### config.mk
export PLATFORM = sky130hd
export DESIGN_NAME = slot_alloc_sched
export DESIGN_NICKNAME = d
export VERILOG_FILES = /design/src/rtl/slot_sched_pkg.sv /design/src/rtl/rr_pick.sv /design/src/rtl/slot_alloc_sched.sv
export SDC_FILE = /design/constraint.sdc
export NUM_CORES = 1
export LEC_CHECK = 0
export CAP_MARGIN = 5
export CELL_PAD_IN_SITES_DETAIL_PLACEMENT = 1
export CELL_PAD_IN_SITES_GLOBAL_PLACEMENT = 1
export CORE_MARGIN = 10
export CORE_UTILIZATION = 43
export DETAILED_ROUTE_END_ITERATION = 12
export PLACE_DENSITY = 0.9
export SETUP_SLACK_MARGIN = 0.2
export SYNTH_ARGS = -nofsm -noshare
export SYNTH_HDL_FRONTEND = slang
export SYNTH_HIERARCHICAL = 1
export SYNTH_SLANG_ARGS = --single-unit
### constraint.sdc
create_clock -name aclk -period 8.15 [get_ports aclk]
set_clock_uncertainty 0.1 [all_clocks]
set_input_delay 2.0375 -clock aclk [delete_from_list [all_inputs] [get_ports aclk]]
set_output_delay 2.0375 -clock aclk [all_outputs]
set_load 0.1 [all_outputs]
### src/rtl/slot_sched_pkg.sv
// Shared widths and helpers for the slot allocator and its round-robin pickers.
package slot_sched_pkg;

    localparam int DEF_NUM_SLOTS = 8;
    localparam int DEF_NUM_REQ   = 2;
    localparam int MAX_SLOTS     = 256;

    // Index width that never collapses to zero bits for a single-entry range.
    function automatic int clog2_min1(input int n);
        return (n <= 1) ? 1 : $clog2(n);
    endfunction

    function automatic int popcount(input logic [MAX_SLOTS-1:0] v);
        int n;
        n = 0;
        for (int i = 0; i < MAX_SLOTS; i++) begin
            n += int'(v[i]);
        end
        return n;
    endfunction

endpackage

### src/rtl/rr_pick.sv
// Combinational round-robin pick: first set bit of mask at or after ptr, wrapping.
module rr_pick
    import slot_sched_pkg::*;
#(
    parameter int N = 4,
    parameter int W = clog2_min1(N)
) (
    input  logic [N-1:0] mask,
    input  logic [W-1:0] ptr,
    output logic         found,
    output logic [W-1:0] idx
);

    int cand;

    // Walk from the farthest candidate back to ptr so the nearest hit wins.
    always_comb begin
        found = 1'b0;
        idx   = '0;
        cand  = 0;
        for (int i = N - 1; i >= 0; i--) begin
            cand = int'(ptr) + i;
            if (cand >= N) cand = cand - N;
            if (mask[cand]) begin
                found = 1'b1;
                idx   = W'(cand);
            end
        end
    end

endmodule

### src/rtl/slot_alloc_sched.sv
// Free-slot allocator for the clock-crossing FIFO: round-robin requester and slot
// selection, drain-side releases, registered free mask/count and double-release flag.
module slot_alloc_sched
    import slot_sched_pkg::*;
#(
    parameter int NUM_SLOTS = DEF_NUM_SLOTS,
    parameter int NUM_REQ   = DEF_NUM_REQ,
    parameter int SLOT_W    = $clog2(NUM_SLOTS)
) (
    input  logic                               aclk,
    input  logic                               areset,
    input  logic [NUM_REQ-1:0]                 req,
    output logic [NUM_REQ-1:0]                 gnt,
    output logic [SLOT_W-1:0]                  gnt_slot,
    input  logic                               rel_valid,
    input  logic [SLOT_W-1:0]                  rel_slot,
    output logic [NUM_SLOTS-1:0]               free_mask,
    output logic [$clog2(NUM_SLOTS+1)-1:0]     free_count,
    output logic                               full_alloc,
    output logic                               err_double_release
);

    localparam int CNT_W = $clog2(NUM_SLOTS + 1);
    localparam int RP_W  = clog2_min1(NUM_REQ);

    logic [NUM_REQ-1:0]   gnt_q, gnt_d;
    logic [SLOT_W-1:0]    gnt_slot_q, gnt_slot_d;
    logic [NUM_SLOTS-1:0] free_mask_q, free_mask_d;
    logic [CNT_W-1:0]     free_count_q, free_count_d;
    logic                 full_q, full_d;
    logic                 err_q, err_d;
    logic [RP_W-1:0]      rp_q, rp_d;
    logic [SLOT_W-1:0]    sp_q, sp_d;

    logic [NUM_REQ-1:0]   elig;
    logic                 req_found, slot_found, do_grant, rel_ok;
    logic [RP_W-1:0]      win;
    logic [SLOT_W-1:0]    slot;
    logic [MAX_SLOTS-1:0] mask_wide;

    // A requester that is seeing its grant this cycle cannot win again.
    assign elig = req & ~gnt_q;

    rr_pick #(.N(NUM_REQ), .W(RP_W)) u_req_pick (
        .mask  (elig),
        .ptr   (rp_q),
        .found (req_found),
        .idx   (win)
    );

    rr_pick #(.N(NUM_SLOTS), .W(SLOT_W)) u_slot_pick (
        .mask  (free_mask_q),
        .ptr   (sp_q),
        .found (slot_found),
        .idx   (slot)
    );

    always_comb begin
        do_grant     = req_found & slot_found;
        rel_ok       = rel_valid && (int'(rel_slot) < NUM_SLOTS) && !free_mask_q[rel_slot];
        free_mask_d  = free_mask_q;
        if (do_grant) free_mask_d[slot] = 1'b0;
        if (rel_ok)   free_mask_d[rel_slot] = 1'b1;
        mask_wide    = '0;
        mask_wide[NUM_SLOTS-1:0] = free_mask_d;
        free_count_d = CNT_W'(popcount(mask_wide));
        full_d       = (free_count_d == '0);
        err_d        = rel_valid & ~rel_ok;
        gnt_d        = '0;
        gnt_slot_d   = '0;
        rp_d         = rp_q;
        sp_d         = sp_q;
        if (do_grant) begin
            gnt_d[win] = 1'b1;
            gnt_slot_d = slot;
            rp_d       = (int'(win) == NUM_REQ - 1) ? '0 : win + 1'b1;
            sp_d       = (int'(slot) == NUM_SLOTS - 1) ? '0 : slot + 1'b1;
        end
    end

    always_ff @(posedge aclk or posedge areset) begin
        if (areset) begin
            gnt_q        <= '0;
            gnt_slot_q   <= '0;
            free_mask_q  <= '1;
            free_count_q <= CNT_W'(NUM_SLOTS);
            full_q       <= 1'b0;
            err_q        <= 1'b0;
            rp_q         <= '0;
            sp_q         <= '0;
        end else begin
            gnt_q        <= gnt_d;
            gnt_slot_q   <= gnt_slot_d;
            free_mask_q  <= free_mask_d;
            free_count_q <= free_count_d;
            full_q       <= full_d;
            err_q        <= err_d;
            rp_q         <= rp_d;
            sp_q         <= sp_d;
        end
    end

    assign gnt                = gnt_q;
    assign gnt_slot           = gnt_slot_q;
    assign free_mask          = free_mask_q;
    assign free_count         = free_count_q;
    assign full_alloc         = full_q;
    assign err_double_release = err_q;

endmodule

==> results of run 1 <==
## synthesized netlist by cell type (all sizes together) (2+ instances only)
| cell | number |
|---|---|
| inv | 15 |
| nand2 | 15 |
| dfrtp | 14 |
| o21ai | 11 |
| mux4 | 10 |
| o31ai | 10 |
| dfstp | 9 |
| a21oi | 8 |
| mux2i | 8 |
| nor2 | 8 |
| buf | 7 |
| ha | 7 |
| mux2 | 7 |
| nand2b | 5 |
| nor2b | 5 |
| o31a | 5 |
| and3 | 4 |
| fa | 4 |
| a31oi | 3 |
| and2 | 3 |
| nor3 | 3 |
| o22ai | 3 |
| clkbuf | 2 |
| nor4 | 2 |
| o41a | 2 |
| o41ai | 2 |
| or2 | 2 |
| or2b | 2 |
| xnor2 | 2 |
| xor2 | 2 |
## through the flow
step,utilization [%],instance area [sq um],std cells
finish,52.2,2300,270
detailed placement,51.1,2260,266
global placement,51.1,2260,266
global route,52.2,2300,270
floorplan,-,2000,197
CTS,52.2,2300,270
## cell type report
cell class | count | area (sq um) | share of cell area (%)
tap | 52 | 65.1 | 2.83
clock inverter | 1 | 5.00 | 0.217
timing repair buffer | 26 | 260 | 11.3
sequential | 23 | 587 | 25.5
clock buffer | 3 | 41.3 | 1.79
inverter | 15 | 56.3 | 2.45
multi-input combinational | 150 | 1290 | 55.9
## worst max path at each step
| stage | start | endpoint | slack [ns] | cells past startpoint |
|---|---|---|---|---|
| after floorplan | sp_q[1]$_DFFE_PP0N_ | full_alloc$_DFF_PP0_ | 2.22 | 23 |
| after global placement | rel_slot[0] | full_alloc$_DFF_PP0_ | 1.56 | 14 |
| after detailed placement | rel_slot[0] | full_alloc$_DFF_PP0_ | 1.38 | 14 |
| after CTS | sp_q[1]$_DFFE_PP0N_ | full_alloc$_DFF_PP0_ | 1.46 | 20 |
| after global routing | sp_q[1]$_DFFE_PP0N_ | full_alloc$_DFF_PP0_ | 1.02 | 20 |
| final | sp_q[1]$_DFFE_PP0N_ | full_alloc$_DFF_PP0_ | 1.50 | 20 |
## metal layers
layer	wire length, um	GRT usage [%]	up-vias
li1	-	-	791
met1	2300	17.2	857
met2	2860	26.5	23
met3	89	1.86	7
met4	54	3.42	0
met5	0	0	-
## flip-flops by register name (all words and copies together) (netlist names)
| signal | flops |
|---|---|
| full_alloc | 1 |
| err_double_release | 1 |
| free_count | 4 |
| gnt | 2 |
| sp_q | 3 |
| free_mask | 8 |
| gnt_slot | 3 |
| rp_q | 1 |
## cells by family (layout without fill, tap and decap cells)
group / count (synthesis) / count (layout) / synth area share (%)
flops: 23 / 23 / 29.3
simple gates: 53 / 53 / 13.8
compound gates: 57 / 57 / 20.2
xor+xnor: 4 / 4 / 1.75
fa+ha+maj: 11 / 11 / 8.39
buf+inv: 24 / 45 / 6.26
mux: 25 / 25 / 20.3
==> summary.txt, run 1 <==
STA
  • Max-slew headroom: 33.8%
  • Slew @ Worst Pin: 0.990 ns
  • Achievable Freq: 0.150 GHz
  • Post-route minimum period: between 6 and 7 ns
  • Final count of pins violating max slew: 0
  • Fin. Hold Viols: 0
  • Final setup violation count: 0
  • TNS Setup: 0 ns
  • Final Worst Setup Slack: 1.50 ns
  • RSZ-0062 raised after global routing: false
  • Final period util: ~82%
  • Hold WS: between 0.3 and 0.4 ns

Placement
  • Dpl hpwl: 3.98 mm
  • Gpl congestion: roughly 0.89
  • Worst slack at placement: 1.38 ns
  • Number of port buffers: 26

Outcome
  • Status: complete, no violations

Yosys
  • Syn nets: 216
  • Top-area cell type share of the netlist area: between 10% and 20%
  • Main flop type after synthesis: dfrtp_1
  • Biggest area consumer among synthesized cells: dfrtp_1
  • Cells after Synth: 197
  • FF+latch count, synth: 23
  • Yosys cell types: between 50 and 60
  • Ys async rst share: 100%
  • Mapped cell area: 2000 sq um
  • Synthesized area per cell: roughly 10 sq um
  • EDFF count, synth: 0
  • Synth top area cells: dfrtp_1, dfstp_2, mux4_1, mux4_2, ha_1
  • Post-synthesis sequential area ratio: 29.3%
  • Synthesis Warnings: 6

Die
  • Initial Utilization: between 40 and 50%
  • Die Ht: between 80 and 90 um
  • Die area: 7780 sq um
  • Die Width: 88.2 um
  • I/O pin count: 27
  • Core ar.: 4410 sq um
  • Row Count: 24

Worst setup path
  • CP max stage delay: 0.74 ns
  • Worst Reg-to-Reg Cells: 20
  • R2r startpoint: sp_q[1]$_DFFE_PP0N_
  • Buffer and inverter count on the worst path: 4
  • CP max FO: 16
  • R2r endpoint: full_alloc$_DFF_PP0_
  • Worst path cell trace: inv_1, ha_1, mux4_1, mux2_4, o21ai_2, a31oi_1, o21bai_1, mux2_1, or2_2, o31ai_1, o41a_1, fa_1, fa_1, fa_1, inv_1, ha_1, inv_1, fa_1, inv_1, nor4_1
  • CP Launch Type: flop
  • Crit end category: flop
  • CP Class: flop to flop
  • CP Data Required Time: 8.23 ns
  • Critical path arrival: approximately 6.7 ns
  • Slowest CP cell: dfrtp_1
  • Crit path max-delay family: adder cells
  • R2R setup slack: ~1.5 ns

Worst hold path
  • Hold_sp: rp_q$_DFFE_PP0N_
  • Type of the most critical hold path: flop to flop
  • Hold depth: 1
  • Hold EP: rp_q$_DFFE_PP0N_

Clock network
  • CTS Buf Count: 3
  • Clk_lat worst skew: ~0.26 ns
  • Sink Count: 23
  • Root buffer cell: clkbuf_8
  • CTS max path bufs: 2
  • Post-CTS setup buffers: 0
  • H-tree depth: 1
  • Post-cts resize count: 0
  • CTS Hold Bufs: 0
  • CTS tree: done
  • Reg clk slew, reported paths: 0.08 ns

Route
  • Final WL: 5.31 mm
  • Post-DRT Antenna Nets: 0
  • DRC viols: 0
  • DR vias: approximately 1700
  • First-pass DRT Iterations: 4
  • Vias per cell: 6.21
  • Mean routed wirelength per cell: 19.7 um
  • DRT iter0 DRCs: 47

Finish
  • Layout Nets: 238
  • Fraction of layout cells with a size suffix above 1: between 10 and 15%
  • Ant. Diodes: 0
  • Most frequent cells in the layout: clkdlybuf4s50_1, nand2_1, inv_1
  • FILL cells: approximately 480
  • Most common cell after layout, fill and taps aside: clkdlybuf4s50_1
  • Layout area overhead: 15.1%

Global routing
  • Initial antenna violation count: 0
  • Total track usage: 14.4%
  • Grt total ovfl: 0
  • Global-route wire length before repair: 9.31 mm
  • Vias in the first global route: 1838
  • Largest net degree at the start of global routing: 24

Flow run
  • Max-Cap Viols: 0
Power of run 1 is left out: the tool's default activity adds up to more than one toggle a clock period on the data nets, which glitch-free logic cannot reach.
==> run 2, diff against run 1 <==
--- a/config.mk
+++ b/config.mk
@@ -9,9 +9,9 @@
 export CELL_PAD_IN_SITES_DETAIL_PLACEMENT = 1
 export CELL_PAD_IN_SITES_GLOBAL_PLACEMENT = 1
 export CORE_MARGIN = 10
-export CORE_UTILIZATION = 43
+export CORE_UTILIZATION = 39
 export DETAILED_ROUTE_END_ITERATION = 12
-export PLACE_DENSITY = 0.9
+export PLACE_DENSITY = 0.86
 export SETUP_SLACK_MARGIN = 0.2
 export SYNTH_ARGS = -nofsm -noshare
 export SYNTH_HDL_FRONTEND = slang
==> constraint.sdc (replaced) <==
create_clock -name aclk -period 6 [get_ports aclk]
set_clock_uncertainty 0.1 [all_clocks]
set_input_delay 1.5 -clock aclk [delete_from_list [all_inputs] [get_ports aclk]]
set_output_delay 1.5 -clock aclk [all_outputs]
set_load 0.1 [all_outputs]
==> run 2 against run 1 <==
Against the previous run: first-iteration DRC count fell by 8.5%; critical path depth did not move; cell count grew 13%; largest cell class unchanged; sequential share of layout area decreased by 2.3 points; register-to-register slack lost 1.1 ns; die area increased by 7.9%; critical endpoint unchanged; final area rose by 9.9%; global-route usage fell by 1.1 points.
==> summary.txt, run 2 (synthesis results as in run 1) <==
Outcome
  • Status: complete, no violations

STA
  • RSZ-0062 raised after global routing: false
  • Final setup violation count: 0 (unchanged)
  • Slew @ Worst Pin: 1.00 ns (+0.0123 ns)
  • Achievable Freq: 0.179 GHz (+19%)
  • Final count of pins violating max slew: 0 (unchanged)
  • Final period util: 93.3% (+12 points)
  • Fin. Hold Viols: 0 (unchanged)
  • TNS Setup: 0 ns (unchanged)
  • Max-slew headroom: 33.0% (-0.82 points)
  • Post-route minimum period: 5.60 ns (-1.05 ns)

Clock network
  • CTS tree: done
  • CTS Hold Bufs: 0 (unchanged)
  • Clk_lat worst skew: 0.27 ns (about the same)
  • CTS max path bufs: 2 (unchanged)
  • Root buffer cell: clkbuf_8
  • Reg clk slew, reported paths: 0.08 ns (about the same)
  • Sink Count: 23 (unchanged)
  • H-tree depth: 1 (unchanged)
  • CTS Buf Count: 3 (unchanged)

Worst setup path
  • Critical path arrival: 5.68 ns (-1.05 ns)
  • R2r endpoint: full_alloc$_DFF_PP0_
  • R2R setup slack: 0.40 ns (-1.10 ns)
  • R2r startpoint: sp_q[0]$_DFFE_PP0N_
  • CP Class: flop to flop
  • Worst Reg-to-Reg Cells: 20 (unchanged)
  • CP Data Required Time: 6.08 ns (-2.15 ns)
  • Crit end category: flop
  • CP max FO: 6 (-10)
  • CP Launch Type: flop

Die
  • Die area: 8390 sq um (+7.9%)
  • Die Width: 91.6 um (+3.9%)
  • Initial Utilization: 39.7% (-5.6 points)
  • Core ar.: 5040 sq um (+14%)
  • Die Ht: 91.6 um (+3.9%)
  • I/O pin count: 27 (unchanged)
  • Row Count: 26 (+8.3%)

Route
  • DR vias: 1740 (+3.7%)
  • First-pass DRT Iterations: 4 (unchanged)
  • DRC viols: 0 (unchanged)
  • Post-DRT Antenna Nets: 0 (unchanged)
  • Vias per cell: 5.69 (-8.5%)
  • Final WL: 5.86 mm (+10%)
  • DRT iter0 DRCs: 43 (-8.5%)
  • Mean routed wirelength per cell: 19.2 um (-2.5%)

Finish
  • Layout area overhead: 26.5%
  • Layout Nets: 256 (+7.6%)
  • Area of the multi-input gates: 1350 sq um (+5.0%)
  • Fraction of layout cells with a size suffix above 1: 24.2% (+12 points)
  • Ant. Diodes: 0 (unchanged)
  • Reg area: 587 sq um (unchanged)
  • Design Area, Final: 2530 sq um (+9.9%)
  • FILL cells: 580 (+21%)
  • Most frequent cells in the layout: clkdlybuf4s50_1, buf_4, nand2_1
  • Largest register FFs: 8 (unchanged)
  • Most common cell after layout, fill and taps aside: clkdlybuf4s50_1

Worst hold path
  • Hold EP: rp_q$_DFFE_PP0N_
  • Hold depth: 1 (unchanged)
  • Hold_sp: rp_q$_DFFE_PP0N_
  • Type of the most critical hold path: flop to flop

Global routing
  • Global-route wire length before repair: 9.33 mm (+0.21%)
  • Largest net degree at the start of global routing: 24 (unchanged)
  • Total track usage: 13.3% (-1.1 points)
  • Grt total ovfl: 0 (unchanged)
  • Vias in the first global route: 1853 (+0.82%)
  • Initial antenna violation count: 0 (unchanged)

Placement
  • Dpl cell area: 2370 sq um (+5.2%)
  • Number of port buffers: 26 (unchanged)
  • Gpl congestion: 0.824 (-7.3%)
  • Dpl hpwl: 4.29 mm (+7.8%)

Flow run
  • Max-Cap Viols: 0 (unchanged)
run 2: per-layer routing:
metal	vias up	share of wire [%]	GRT usage, %
li1	826	-	-
met1	879	38	13.8
met2	23	58	26.4
met3	12	1.7	1.65
met4	0	2.2	4.83
met5	-	0	0
run 2: per-stage QoR:
stage / cells / setup slack (ns) / hold WS, ns / utilization [%]
detailed placement: 296 / 0.0186 / 0.368 / 47.1
finish: 306 / 0.402 / 0.384 / 50.2
global route: 306 / 0.103 / 0.406 / 50.2
floorplan: 197 / 0.263 / 0.349 / -
global placement: 296 / 0.108 / 0.360 / 47.1
CTS: 300 / 0.227 / 0.386 / 48.0
run 2: what timing repair did:
| item | 4_1_cts | 5_1_grt |
|---|---|---|
| gates cloned | 0 | 0 |
| buffers inserted | 0 | 6 |
| gates resized for setup | 2 | 14 |
| pin swaps | 0 | 1 |
| endpoints found under the setup margin | 1 | 2 |
run 2: final cells by class:
type / count / share of cell area, %
Tap cell: 70 / 3.46
Sequential cell: 23 / 23.2
Multi-Input combinational cell: 150 / 53.4
Clock buffer: 3 / 1.63
Timing Repair Buffer: 44 / 15.9
Inverter: 15 / 2.23
Clock inverter: 1 / 0.198
run 2: worst max-delay path by stage:
stage                                 to                 from  depth (start not counted)  slack (ns)
floorplan           full_alloc$_DFF_PP0_  sp_q[1]$_DFFE_PP0N_                         23        0.26
global placement    full_alloc$_DFF_PP0_          rel_slot[0]                         14        0.11
detailed placement  full_alloc$_DFF_PP0_          rel_slot[0]                         14        0.02
CTS                 full_alloc$_DFF_PP0_  sp_q[0]$_DFFE_PP0N_                         20        0.23
global route        full_alloc$_DFF_PP0_  sp_q[0]$_DFFE_PP0N_                         20        0.10
finish              full_alloc$_DFF_PP0_  sp_q[0]$_DFFE_PP0N_                         20        0.40
run 2: worst max-delay path: stages (launching register included):
cell and delay, ns:
dfrtp_1 0.42, inv_1 0.13, ha_4 0.30, mux4_2 0.36
mux2_4 0.31, o21ai_2 0.14, a31oi_1 0.10, o21bai_1 0.15
mux2_2 0.40, or2_4 0.30, o31ai_4 0.21, o41a_1 0.20
fa_1 0.43, fa_1 0.51, fa_1 0.41, inv_1 0.07
ha_1 0.15, inv_1 0.05, fa_1 0.48, inv_1 0.06
nor4_1 0.23
Power of run 2 is left out for the same reason.
==> run 3, diff against run 2 <==
--- a/config.mk
+++ b/config.mk
@@ -13,6 +13,7 @@
 export DETAILED_ROUTE_END_ITERATION = 12
 export PLACE_DENSITY = 0.86
 export SETUP_SLACK_MARGIN = 0.2
+export SLEW_MARGIN = 10
 export SYNTH_ARGS = -nofsm -noshare
 export SYNTH_HDL_FRONTEND = slang
 export SYNTH_HIERARCHICAL = 1
==> results of run 3 <==
Same layout as run 2: the final DEF is identical, and so are final timing and power.
Power of run 3 is left out for the same reason.
